==> src/rtl/seq_pattern_tx.sv <==
// Serial pattern transmitter: sends PATTERN MSB-first, repeated (repeat_cnt+1) times
// with a gap of idle cycles between copies. All outputs are registered.
module seq_pattern_tx #(
    parameter int               WIDTH   = 5,
    parameter logic [WIDTH-1:0] PATTERN = 5'b11011
) (
    input  logic       clk,
    input  logic       rst,
    input  logic       start,
    input  logic       abort,
    input  logic [3:0] repeat_cnt,
    input  logic [3:0] gap,
    output logic       out,
    output logic       bit_valid,
    output logic       busy,
    output logic       done
);
    localparam int            IW   = $clog2(WIDTH);
    localparam logic [IW-1:0] LAST = IW'(WIDTH - 1);

    typedef enum logic [1:0] {IDLE, SEND, GAP} state_t;

    state_t        state, state_n;
    logic [IW-1:0] bit_idx, bit_idx_n;
    logic [3:0]    copies_left, copies_left_n;
    logic [3:0]    gap_left, gap_left_n;
    logic [3:0]    gap_lat, gap_lat_n;
    logic          out_n, bit_valid_n, busy_n, done_n;

    always_ff @(posedge clk) begin
        if (rst) begin
            state       <= IDLE;
            bit_idx     <= '0;
            copies_left <= '0;
            gap_left    <= '0;
            gap_lat     <= '0;
            out         <= 1'b0;
            bit_valid   <= 1'b0;
            busy        <= 1'b0;
            done        <= 1'b0;
        end else begin
            state       <= state_n;
            bit_idx     <= bit_idx_n;
            copies_left <= copies_left_n;
            gap_left    <= gap_left_n;
            gap_lat     <= gap_lat_n;
            out         <= out_n;
            bit_valid   <= bit_valid_n;
            busy        <= busy_n;
            done        <= done_n;
        end
    end

    always_comb begin
        state_n       = state;
        bit_idx_n     = bit_idx;
        copies_left_n = copies_left;
        gap_left_n    = gap_left;
        gap_lat_n     = gap_lat;
        done_n        = 1'b0;
        case (state)
            IDLE: begin
                // abort wins over a simultaneous start
                if (start && !abort) begin
                    state_n       = SEND;
                    bit_idx_n     = LAST;
                    copies_left_n = repeat_cnt;
                    gap_lat_n     = gap;
                end
            end
            SEND: begin
                if (abort) begin
                    state_n = IDLE;
                end else if (bit_idx != '0) begin
                    bit_idx_n = bit_idx - 1'b1;
                end else if (copies_left == '0) begin
                    state_n = IDLE;
                    done_n  = 1'b1;
                end else begin
                    copies_left_n = copies_left - 1'b1;
                    bit_idx_n     = LAST;
                    if (gap_lat != '0) begin
                        state_n    = GAP;
                        gap_left_n = gap_lat;
                    end
                end
            end
            GAP: begin
                if (abort) begin
                    state_n = IDLE;
                end else if (gap_left == 4'd1) begin
                    state_n = SEND;
                end else begin
                    gap_left_n = gap_left - 1'b1;
                end
            end
            default: state_n = IDLE;
        endcase
        // Outputs are registered views of the next state
        bit_valid_n = (state_n == SEND);
        out_n       = bit_valid_n ? PATTERN[bit_idx_n] : 1'b0;
        busy_n      = (state_n != IDLE);
    end
endmodule

==> config.mk <==
export PLATFORM = sky130hd
export DESIGN_NAME = seq_pattern_tx
export DESIGN_NICKNAME = d
export VERILOG_FILES = /design/src/rtl/seq_pattern_tx.sv
export SDC_FILE = /design/constraint.sdc
export NUM_CORES = 1
export LEC_CHECK = 0
export CORE_MARGIN = 4
export CORE_UTILIZATION = 55
export CTS_CLUSTER_SIZE = 28
export DETAILED_ROUTE_END_ITERATION = 8
export HOLD_SLACK_MARGIN = 0.05
export PLACE_DENSITY = 0.81
export SYNTH_ARGS = -nofsm -noshare
export SYNTH_HDL_FRONTEND = slang
export SYNTH_SLANG_ARGS = --single-unit
export TNS_END_PERCENT = 30
==> constraint.sdc <==
create_clock -name clk -period 4.7 [get_ports clk]
set_clock_uncertainty 0.05 [all_clocks]
set_input_delay 0.94 -clock clk [delete_from_list [all_inputs] [get_ports clk]]
set_output_delay 0.94 -clock clk [all_outputs]
set_load 0.01 [all_outputs]
==> summary.txt, run 1 <==
Cells and area
  • Synth-to-layout area growth: 18.1%
  • Fin nets: 157
  • Finished Layout Cells: 164
  • Final instance area: 0.00125 mm2
  • Final Core Density: 0.702
  • Ant diodes: 0
  • Fillers: 155
  • Layout cells sized above 1: 0.0719

Die
  • DIE AREA: 0.00269 mm2
  • Die X: 51.9 um
  • Initial core utilization: 0.594
  • Die height: 51.9 um
  • Ports: 16
  • Placeable Area: 0.00178 mm2
  • # rows: 15

Synthesis
  • Synth Flop Type: dfxtp_1
  • Synthesized Nets: 142
  • Async set-reset flop share out of synthesis: 0
  • Most frequent cell after synthesis: dfxtp_1
  • #FFs+latches synth: 21
  • Post-synth top cells: dfxtp_1, nor2_1, a21oi_1, inv_1, o21ai_0
  • Top cell type's share of synthesized area: 0.397
  • Mapped Avg Cell Area: 8.48 um2
  • EDFF count, synth: 0
  • Area leader, netlist: dfxtp_1
  • Sequential element share of the synthesized area: 0.397
  • Yosys warning count: 0
  • Most area-consuming cells after synthesis: dfxtp_1, nor2_1, mux2i_1, ha_1, a21oi_1
  • Synth cell types: 34
  • Synthesized area: 0.00106 mm2
  • Mapped Cells: 125

Timing
  • Relative slew slack: 0.586
  • Worst Tran Pin Value: 0.618 ns
  • Fmax: 407 MHz
  • Max-slew violations: 0
  • Tcrit/Tclk final: 0.522
  • Hold Vio Cnt, Final: 0
  • RSZ-0062 raised after global routing: no
  • Final TNS setup: 0 ns
  • Final setup viols: 0
  • Min Tclk post-route: 2.45 ns

Placement
  • Placed Instance Area: 0.00122 mm2
  • Cell total after placement: 160
  • Port Buf Inserts: 15
  • Global placement routability congestion: 0.835
  • Detailed Place HPWL: 1.45 mm

Detailed routing
  • Initial DRC Count: 11
  • Routed len/inst: 11.8 um
  • Routed Antenna Nets: 0
  • Via Count: 892
  • Drt total wl: 1.93 mm
  • Vias per inst: 5.44
  • DRC Markers: 0
  • Initial DRT Pass Iterations: 4

GRT
  • GRT Util Overall: 0.160
  • Initial antenna violation count: 0
  • Largest net degree at the start of global routing: 18
  • Vias in the first global route: 814
  • First-pass GRT wire length: 3.20 mm
  • Grt total ovfl: 0

Power
  • Internal Power: 244 uW
  • Maximum vdd drop: 0.198 mV
  • Leak Pwr: 0.000475 uW
  • P_sw: 84.1 uW
  • Power Dens Cells: 262 mW/mm2
  • Clock share of power: 0.268
  • Sw Ratio: 0.257
  • Sequential fraction of design power: 0.579
  • Combinational share of power: 0.152

Setup path
  • Slowest stage cell on the critical path: clkdlybuf4s50_1
  • CP top delay family: simple AND/OR/NAND/NOR gates
  • Setup slack, reg-to-reg: 2.67 ns
  • CP max FO: 10
  • Max incr delay on CP: 0.51 ns
  • R2R cell count: 7
  • Worst R2R End: copies_left[2]
  • CP startpoint kind: primary input
  • Worst Path Required: 4.88 ns
  • Worst endpoint data arrival time: 2.64 ns
  • Buffer and inverter count on the worst path: 1
  • Critical path cell sequence: clkdlybuf4s50_1, nor3b_4, nand3_1, o32a_1, or3_1, a31oi_1
  • CP Capture Type: register
  • Launching point of the worst reg2reg path: copies_left[0]
  • Crit Path Class: primary input to register

Clocking
  • Post-cts resize count: 0
  • H-tree depth: 1
  • CTS Hold Bufs: 0
  • Total CTS buffers: 3
  • Clock Latency Late Sink: 0.31 ns
  • Longest Clk Path Bufs: 2
  • Clk sink count: 21
  • Post-CTS Setup Bufs: 0
  • Root buf cell: clkbuf_4
  • Worst-path clk slew: 0.12 ns
  • CTS tree: yes

Flow run
  • Max-cap violations: 0

Run status
  • Status: completed

Min path
  • Hold endpoint: copies_left[3]
  • Hold path cells: 2
  • Worst hold path startpoint: copies_left[3]
  • Worst hold path class: register to register
-- cell families after synthesis --
logic type / Yosys count / share of synthesized area
flops: 21 / 0.397
fa+ha+maj: 5 / 0.0590
buf+inv: 14 / 0.0602
mux: 7 / 0.0661
simple gates: 48 / 0.243
compound gates: 30 / 0.175
-- power by group through the flow --
stage                     clock [uW]  combinational (uW)  sequential (uW)
final                           88.0                49.9              190
after global routing            98.6                55.7              191
after CTS                       93.8                50.0              190
after detailed placement           0                49.8              194
after global placement             0                48.8              194
after floorplan                    0                31.0              193
-- layout by cell type, fill, tap and decap left out, types with 2 or more instances in the layout --
cell,instances
nand2_1,5
dfxtp_1,21
inv_1,8
nand3_1,2
nor3_1,4
a22oi_1,3
a21o_1,2
clkdlybuf4s50_1,15
nor2b_1,2
a21oi_1,8
o21a_1,2
o21ai_0,8
nand2b_1,2
ha_1,5
a31oi_1,3
nor3b_1,3
mux2i_1,7
or2_2,3
clkbuf_4,3
nor2_1,19
-- flip-flops by register name (all words and copies together) (netlist names) --
name	cells
done	1
gap_left	4
state	2
bit_valid	1
gap_lat	4
copies_left	4
busy	1
bit_idx	3
out	1
-- worst max-delay path by stage --
stage / startpoint / to / slack [ns] / cells after the start
after floorplan: abort / gap_left[0] / 2.59 / 6
after global placement: abort / gap_left[0] / 1.97 / 6
after detailed placement: abort / gap_left[0] / 1.92 / 6
after CTS: abort / gap_left[0] / 2.25 / 6
after global routing: abort / gap_left[0] / 2.10 / 6
final: abort / gap_left[0] / 2.25 / 6
-- tightest hold or removal path: stages (launching register included) --
cell	delay, ns
dfxtp_1	0.34
o21ai_0	0.07
a21oi_1	0.06
-- layer usage --
metal  part of all wire  global-route usage  wire length, um  vias to the layer above
met5                  0                   0                0                        -
met2               0.47               0.289              913                       24
met3              0.053              0.0258              103                        4
met4              0.018              0.0917               34                        0
li1                   -                   -                -                      462
met1               0.46               0.173              879                      402
-- stage by stage --
step	hold WS [ns]	setup slack [ns]	total power [uW]
6_report	0.456	2.25	328
4_1_cts	0.463	2.25	334
5_1_grt	0.485	2.10	345
3_5_place_dp	0.446	1.92	244
2_1_floorplan	0.413	2.59	224
3_3_place_gp	0.433	1.97	243
-- area by class of cell --
type / instances / area, um2 / area share
multi-input cells: 90 / 582 / 0.465
flip-flops and latches: 21 / 420 / 0.336
repair buffers: 16 / 158 / 0.126
well taps: 25 / 31.3 / 0.0250
inverters: 8 / 30.0 / 0.0240
clock buffers: 3 / 22.5 / 0.0180
clock inverters: 1 / 7.51 / 0.00600
Note: power is estimated with default switching activity, not from simulation.
==> run 2, diff against run 1 <==
CORE_UTILIZATION = 52   (was 55)
PLACE_DENSITY = 0.77   (was 0.81)
clock period = 2.3 ns   (was 4.7 ns; I/O delays follow)
==> run 2 against run 1 <==
Sequential power rose by 100%. Hold slack improved by 0.015 ns. Core utilization fell by 5.0 points. Global-route usage rose by 2.1 points. Worst setup slack got worse by 1.9 ns. Clock-buffer cell count rose by 1. Register-to-register slack got worse by 2.3 ns. Critical path type is now register to register. Critical endpoint is now copies_left[2]. Largest cell class unchanged. Highest routed layer unchanged.
==> summary.txt, run 2 (same netlist as run 1, synthesis figures left out) <==
Timing
  • Hold Vio Cnt, Final: 0 (unchanged)
  • Final TNS setup: 0 ns (unchanged)
  • Worst Hold Margin: 0.471 ns (+0.0150 ns)
  • Min Tclk post-route: 1.96 ns
  • RSZ-0062 raised after global routing: no
  • Worst Tran Pin Value: 0.529 ns (-0.0891 ns)
  • Fmax: 509 MHz
  • Final worst slack: 0.336 ns (-1.91 ns)
  • Max-slew violations: 0 (unchanged)
  • Tcrit/Tclk final: 0.854
  • Relative slew slack: 0.646 (+0.0597)
  • Final setup viols: 0 (unchanged)

Clocking
  • H-tree depth: 1 (unchanged)
  • CTS tree: yes
  • Clk sink count: 21 (unchanged)
  • Post-cts resize count: 0 (unchanged)
  • Total CTS buffers: 3 (unchanged)
  • Worst-path clk slew: 0.12 ns (about the same)
  • Root buf cell: clkbuf_4
  • Longest Clk Path Bufs: 2 (unchanged)
  • Clock Latency Late Sink: 0.30 ns (about the same)
  • CTS Hold Bufs: 0 (unchanged)
  • Post-CTS Setup Bufs: 0 (unchanged)

GRT
  • Grt total ovfl: 0 (unchanged)
  • Initial antenna violation count: 0 (unchanged)
  • First-pass GRT wire length: 3.72 mm (+16%)
  • Largest net degree at the start of global routing: 17 (-1)
  • GRT Util Overall: 0.181 (+0.0210)
  • Vias in the first global route: 859 (+5.5%)

Die
  • Ports: 16 (unchanged)
  • # rows: 16 (+1)
  • DIE AREA: 0.00282 mm2 (+4.9%)
  • Die height: 53.1 um (+2.4%)
  • Placeable Area: 0.00194 mm2 (+8.9%)
  • Die X: 53.1 um (+2.4%)
  • Initial core utilization: 0.546 (-0.0486)

Setup path
  • Worst Path Required: 2.50 ns (-2.38 ns)
  • CP Capture Type: register
  • Crit Path Class: register to register
  • Worst R2R End: copies_left[2]
  • Launching point of the worst reg2reg path: copies_left[0]
  • CP startpoint kind: register
  • Worst endpoint data arrival time: 2.17 ns (-0.47 ns)
  • CP max FO: 7 (-3)
  • Setup slack, reg-to-reg: 0.34 ns (-2.33 ns)
  • R2R cell count: 7 (unchanged)

Detailed routing
  • Initial DRT Pass Iterations: 4 (unchanged)
  • Routed Antenna Nets: 0 (unchanged)
  • Drt total wl: 2.15 mm (+12%)
  • Initial DRC Count: 12 (+1)
  • Vias per inst: 5.29 (-2.7%)
  • DRC Markers: 0 (unchanged)
  • Via Count: 889 (-0.34%)
  • Routed len/inst: 12.8 um (+8.9%)

Min path
  • Hold path cells: 2 (unchanged)
  • Hold endpoint: copies_left[3]
  • Worst hold path class: register to register
  • Worst hold path startpoint: copies_left[3]

Cells and area
  • Fillers: 185 (+19%)
  • Most frequent cells in the layout: dfxtp_1, nor2_1, clkdlybuf4s50_1
  • Layout cells sized above 1: 0.0780 (+0.00607)
  • Leading cell type in the layout, fill and taps excluded: dfxtp_1
  • Multi-input gate area: 582 um2 (unchanged)
  • Fin nets: 159 (+1.3%)
  • Reg area: 420 um2 (unchanged)
  • Synth-to-layout area growth: 19.4%
  • Ant diodes: 0 (unchanged)
  • Top Registers: copies_left (4), gap_lat (4), gap_left (4)

Placement
  • Port Buf Inserts: 15 (unchanged)
  • Detailed Place HPWL: 1.61 mm (+12%)
  • Pre-CTS setup slack: 0.0978 ns (-1.83 ns)
  • Global placement routability congestion: 0.809 (-3.1%)

Power
  • Leak Pwr: 0.000486 uW (+2.4%)
  • Maximum vdd drop: 0.446 mV (+130%)
  • Power Dens Cells: 530 mW/mm2 (+100%)

Flow run
  • Max-cap violations: 0 (unchanged)

Run status
  • Status: completed
## run 2: cell types whose count changed in the layout (fill, tap and decap cells not counted)
cell / delta
buf_4: +2
clkinvlp_4: -1
clkbuf_1: +1
## run 2: how the worst max path moves through the flow
stage	startpoint	to
final	copies_left[0]	copies_left[2]
after global routing	copies_left[0]	copies_left[2]
after CTS	copies_left[0]	copies_left[2]
after detailed placement	abort	gap_left[0]
after global placement	abort	gap_left[0]
after floorplan	copies_left[0]	copies_left[1]
## run 2: final cells by class
type                    instances  area share
clock buffers                   4      0.0208
inverters                       8      0.0237
multi-input cells              90       0.460
flip-flops and latches         21       0.332
well taps                      27      0.0267
repair buffers                 18       0.136
## run 2: routing by layer
metal,GRT usage,wire [um],up-vias
met5,0,0,-
met4,0.0766,31,0
met3,0.0338,77,4
met2,0.331,1060,13
met1,0.201,979,404
li1,-,-,468
## run 2: power by group
group	leakage (uW)	internal (uW)	switching (uW)
clock network	0.0000150	67.6	109
logic	0.000301	55.8	50.0
registers	0.000171	378	10.7
total	0.000486	501	169
## run 2: per-stage QoR
| step | instances | instance area, um2 | total power (uW) | utilization |
|---|---|---|---|---|
| after floorplan | 125 | 1060 | 459 | - |
| after global placement | 164 | 1240 | 499 | 0.638 |
| after detailed placement | 164 | 1240 | 503 | 0.638 |
| after CTS | 168 | 1260 | 677 | 0.651 |
| after global routing | 168 | 1260 | 707 | 0.651 |
| final | 168 | 1260 | 670 | 0.651 |
## run 2: worst max-delay path, stage by stage, from the launching register on
cell and delay [ns]:
dfxtp_1 0.35, inv_1 0.06, ha_1 0.17, or3b_1 0.43, a31oi_1 0.47, o21ai_0 0.18
o21a_1 0.13, nor2_1 0.07
==> run 3, diff against run 2 <==
ABC_AREA = 1   (was not set)
CORE_UTILIZATION = 55   (was 52)
PLACE_DENSITY = 0.8   (was 0.77)
clock period = 2.5 ns   (was 2.3 ns; I/O delays follow)
==> run 3 against run 2 <==
First-iteration DRC count increased by 33%. Hold slack got worse by 0.030 ns. Area after synthesis increased by 8.0%. Power down 2.6%. Final area rose by 6.3%. Via count rose by 21%. Routed wire length grew 10%. Clock power is 9% lower. Cell count is 28% higher. Die area increased by 1.8%.
==> summary.txt, run 3 <==
Run status
  • Status: completed

Timing
  • Relative slew slack: 0.784 (+0.138)
  • Final worst slack: 0.793 ns (+0.456 ns)
  • RSZ-0062 raised after global routing: no
  • Fmax: 586 MHz
  • Tcrit/Tclk final: 0.683
  • Max-slew violations: 0 (unchanged)
  • Worst Hold Margin: 0.441 ns (-0.0297 ns)
  • Hold Vio Cnt, Final: 0 (unchanged)
  • Min Tclk post-route: 1.71 ns
  • Final TNS setup: 0 ns (unchanged)
  • Worst Tran Pin Value: 0.323 ns (-0.206 ns)
  • Final setup viols: 0 (unchanged)

Synthesis
  • Main combinational cell family by area after synthesis: simple AND/OR/NAND/NOR gates
  • Mapped Avg Cell Area: 6.70 um2 (-21%)
  • Simple-gate share of the synthesized area: 0.369 (+0.126)
  • Post-synthesis xor/xnor area fraction: 0.0153 (+0.0153)
  • Post-Synth Adder-Cell Area: 0.0546 (-0.00439)
  • Mapped Cells: 171 (+37%)
  • Synthesized area: 0.00114 mm2 (+8.0%)
  • Area fraction in compound gates after synthesis: 0.0885 (-0.0862)
  • EDFF count, synth: 0 (unchanged)
  • Post-synth top cells: nand2_1, nor2_1, dfxtp_1, inv_1, o21ai_0
  • Synth cell types: 24 (-29%)
  • Most area-consuming cells after synthesis: dfxtp_1, nand2_1, nor2_1, inv_1, ha_1
  • Multiplexer share of the synthesized area: 0.00874 (-0.0574)
  • Area leader, netlist: dfxtp_1
  • Synthesized Nets: 188 (+32%)
  • Synth Flop Type: dfxtp_1
  • Top cell type's share of synthesized area: 0.367 (-0.0295)
  • Async set-reset flop share out of synthesis: 0 (unchanged)
  • Yosys warning count: 0 (unchanged)
  • Sequential element share of the synthesized area: 0.367 (-0.0295)
  • #FFs+latches synth: 21 (unchanged)

Clocking
  • Total CTS buffers: 3 (unchanged)
  • H-tree depth: 1 (unchanged)
  • Post-cts resize count: 0 (unchanged)
  • Longest Clk Path Bufs: 2 (unchanged)
  • Root buf cell: clkbuf_4
  • CTS tree: yes
  • Clk sink count: 21 (unchanged)
  • Clock Latency Late Sink: 0.30 ns (about the same)
  • Post-CTS Setup Bufs: 0 (unchanged)
  • CTS Hold Bufs: 0 (unchanged)
  • Worst-path clk slew: 0.11 ns (about the same)

Power
  • Leak Pwr: 0.000639 uW (+31%)
  • P_sw: 184 uW (+8.8%)
  • Sw Ratio: 0.282 (+0.0294)
  • Combinational share of power: 0.196 (+0.038)
  • Sequential fraction of design power: 0.558 (-0.021)
  • Clock share of power: 0.245 (-0.018)
  • Maximum vdd drop: 0.478 mV (+7.1%)
  • Internal Power: 469 uW (-6.4%)
  • Power Dens Cells: 486 mW/mm2 (-8.4%)

Setup path
  • Worst endpoint data arrival time: 1.86 ns (-0.31 ns)
  • CP startpoint kind: primary input
  • CP top delay family: buffers and inverters
  • CP max FO: 7 (unchanged)
  • Critical path cell sequence: clkdlybuf4s50_1, inv_2, nand2_2, nor2_4, inv_4, nand2_2, inv_1, nor2_1, nor2_1
  • CP Capture Type: register
  • Buffer and inverter count on the worst path: 4 (+3)
  • Max incr delay on CP: 0.52 ns (+0.05 ns)
  • Setup slack, reg-to-reg: 0.93 ns (+0.59 ns)
  • Crit Path Class: primary input to register
  • Worst Path Required: 2.65 ns (+0.15 ns)
  • Slowest stage cell on the critical path: clkdlybuf4s50_1

Detailed routing
  • Via Count: 1,079 (+21%)
  • Initial DRT Pass Iterations: 4 (unchanged)
  • Initial DRC Count: 16 (+4)
  • Routed Antenna Nets: 0 (unchanged)
  • Vias per inst: 5.02 (-5.2%)
  • Routed len/inst: 11.0 um (-14%)
  • DRC Markers: 0 (unchanged)
  • Drt total wl: 2.37 mm (+10%)

GRT
  • Grt total ovfl: 0 (unchanged)
  • Vias in the first global route: 1,010 (+18%)
  • GRT Util Overall: 0.182 (+0.00128)
  • Initial antenna violation count: 0 (unchanged)
  • Largest net degree at the start of global routing: 13 (-4)
  • First-pass GRT wire length: 3.91 mm (+5.0%)

Cells and area
  • Ant diodes: 0 (unchanged)
  • Most frequent cells in the layout: nor2_1, nand2_1, inv_1, dfxtp_1, clkdlybuf4s50_1
  • Synth-to-layout area growth: 17.5%
  • Top Registers: copies_left (4), gap_lat (4), gap_left (4)
  • Fin nets: 206 (+30%)
  • Final instance area: 0.00135 mm2 (+6.3%)
  • Layout cells sized above 1: 0.101 (+0.0230)
  • Final Core Density: 0.686 (+0.0342)

Die
  • Placeable Area: 0.00196 mm2 (+1.0%)
  • Ports: 16 (unchanged)
  • Die X: 53.6 um (+0.90%)
  • # rows: 16 (unchanged)
  • DIE AREA: 0.00288 mm2 (+1.8%)
  • Initial core utilization: 0.584 (+0.0378)
  • Die height: 53.6 um (+0.90%)

Placement
  • Global placement routability congestion: 0.797 (-1.5%)
  • Detailed Place HPWL: 1.95 mm (+21%)
  • Port Buf Inserts: 15 (unchanged)
  • Placed Instance Area: 0.00132 mm2 (+6.5%)
  • Pre-CTS setup slack: 0.485 ns (+0.388 ns)

Flow run
  • Max-cap violations: 0 (unchanged)

Min path
  • Worst hold path class: register to register
-- run 3: cell types whose count changed after synthesis, moves of 3 or more --
| cell | delta |
|---|---|
| nand3_1 | +9 |
| inv_2 | +4 |
| nor3b_1 | -3 |
| mux2i_1 | -6 |
| nand2_1 | +29 |
| nand2_2 | +6 |
| nor2_1 | +15 |
| a22oi_1 | -3 |
| inv_1 | +13 |
| o21ai_0 | +4 |
| a21oi_1 | -4 |
| or2_2 | -3 |
| o21ai_1 | +3 |
-- run 3: cell families after synthesis --
logic type      count (synthesis)
compound gates                 20
mux                             1
flops                          21
xor+xnor                        2
simple gates                   94
buf+inv                        28
fa+ha+maj                       5
-- run 3: cell type report --
type	instances	area (um2)
Fill cell	206	617
Multi-Input combinational cell	122	614
Sequential cell	21	420
Timing Repair Buffer	15	150
Inverter	26	100
Tap cell	27	33.8
Clock buffer	4	26.3
-- run 3: path summary, 6_finish.rpt --
check                   start              to  depth (start not counted)
setup / recovery        abort  copies_left[3]                          9
hold / removal    gap_left[1]     gap_left[1]                          2
hold reg to reg   gap_left[1]     gap_left[1]                          2
setup reg to reg   bit_idx[0]            busy                         11
-- run 3: power groups by stage --
| stage | Clock, uW | Combinational [uW] | Sequential (uW) |
|---|---|---|---|
| floorplan | 0 | 85.2 | 370 |
| global placement | 0 | 123 | 371 |
| detailed placement | 0 | 128 | 372 |
| CTS | 164 | 129 | 365 |
| global route | 181 | 144 | 367 |
| finish | 160 | 128 | 365 |
-- run 3: tightest hold or removal path, delay by kind of cell (launching register included) --
| family | cells | cell delay [ns] |
|---|---|---|
| and+or+nand+nor | 2 | 0.14 |
| DFF | 1 | 0.33 |
-- run 3: layer usage --
layer / wire [um] / track usage / vias to the layer above
met1: 1010 / 0.184 / 481
met2: 1190 / 0.357 / 23
li1: - / - / 569
met3: 123 / 0.0332 / 6
met4: 40 / 0.0766 / 0
met5: 0 / 0 / -
-- run 3: stage by stage --
step / instances / total power [uW]
floorplan: 171 / 456
global placement: 211 / 495
global route: 215 / 692
finish: 215 / 653
detailed placement: 211 / 500
CTS: 215 / 657
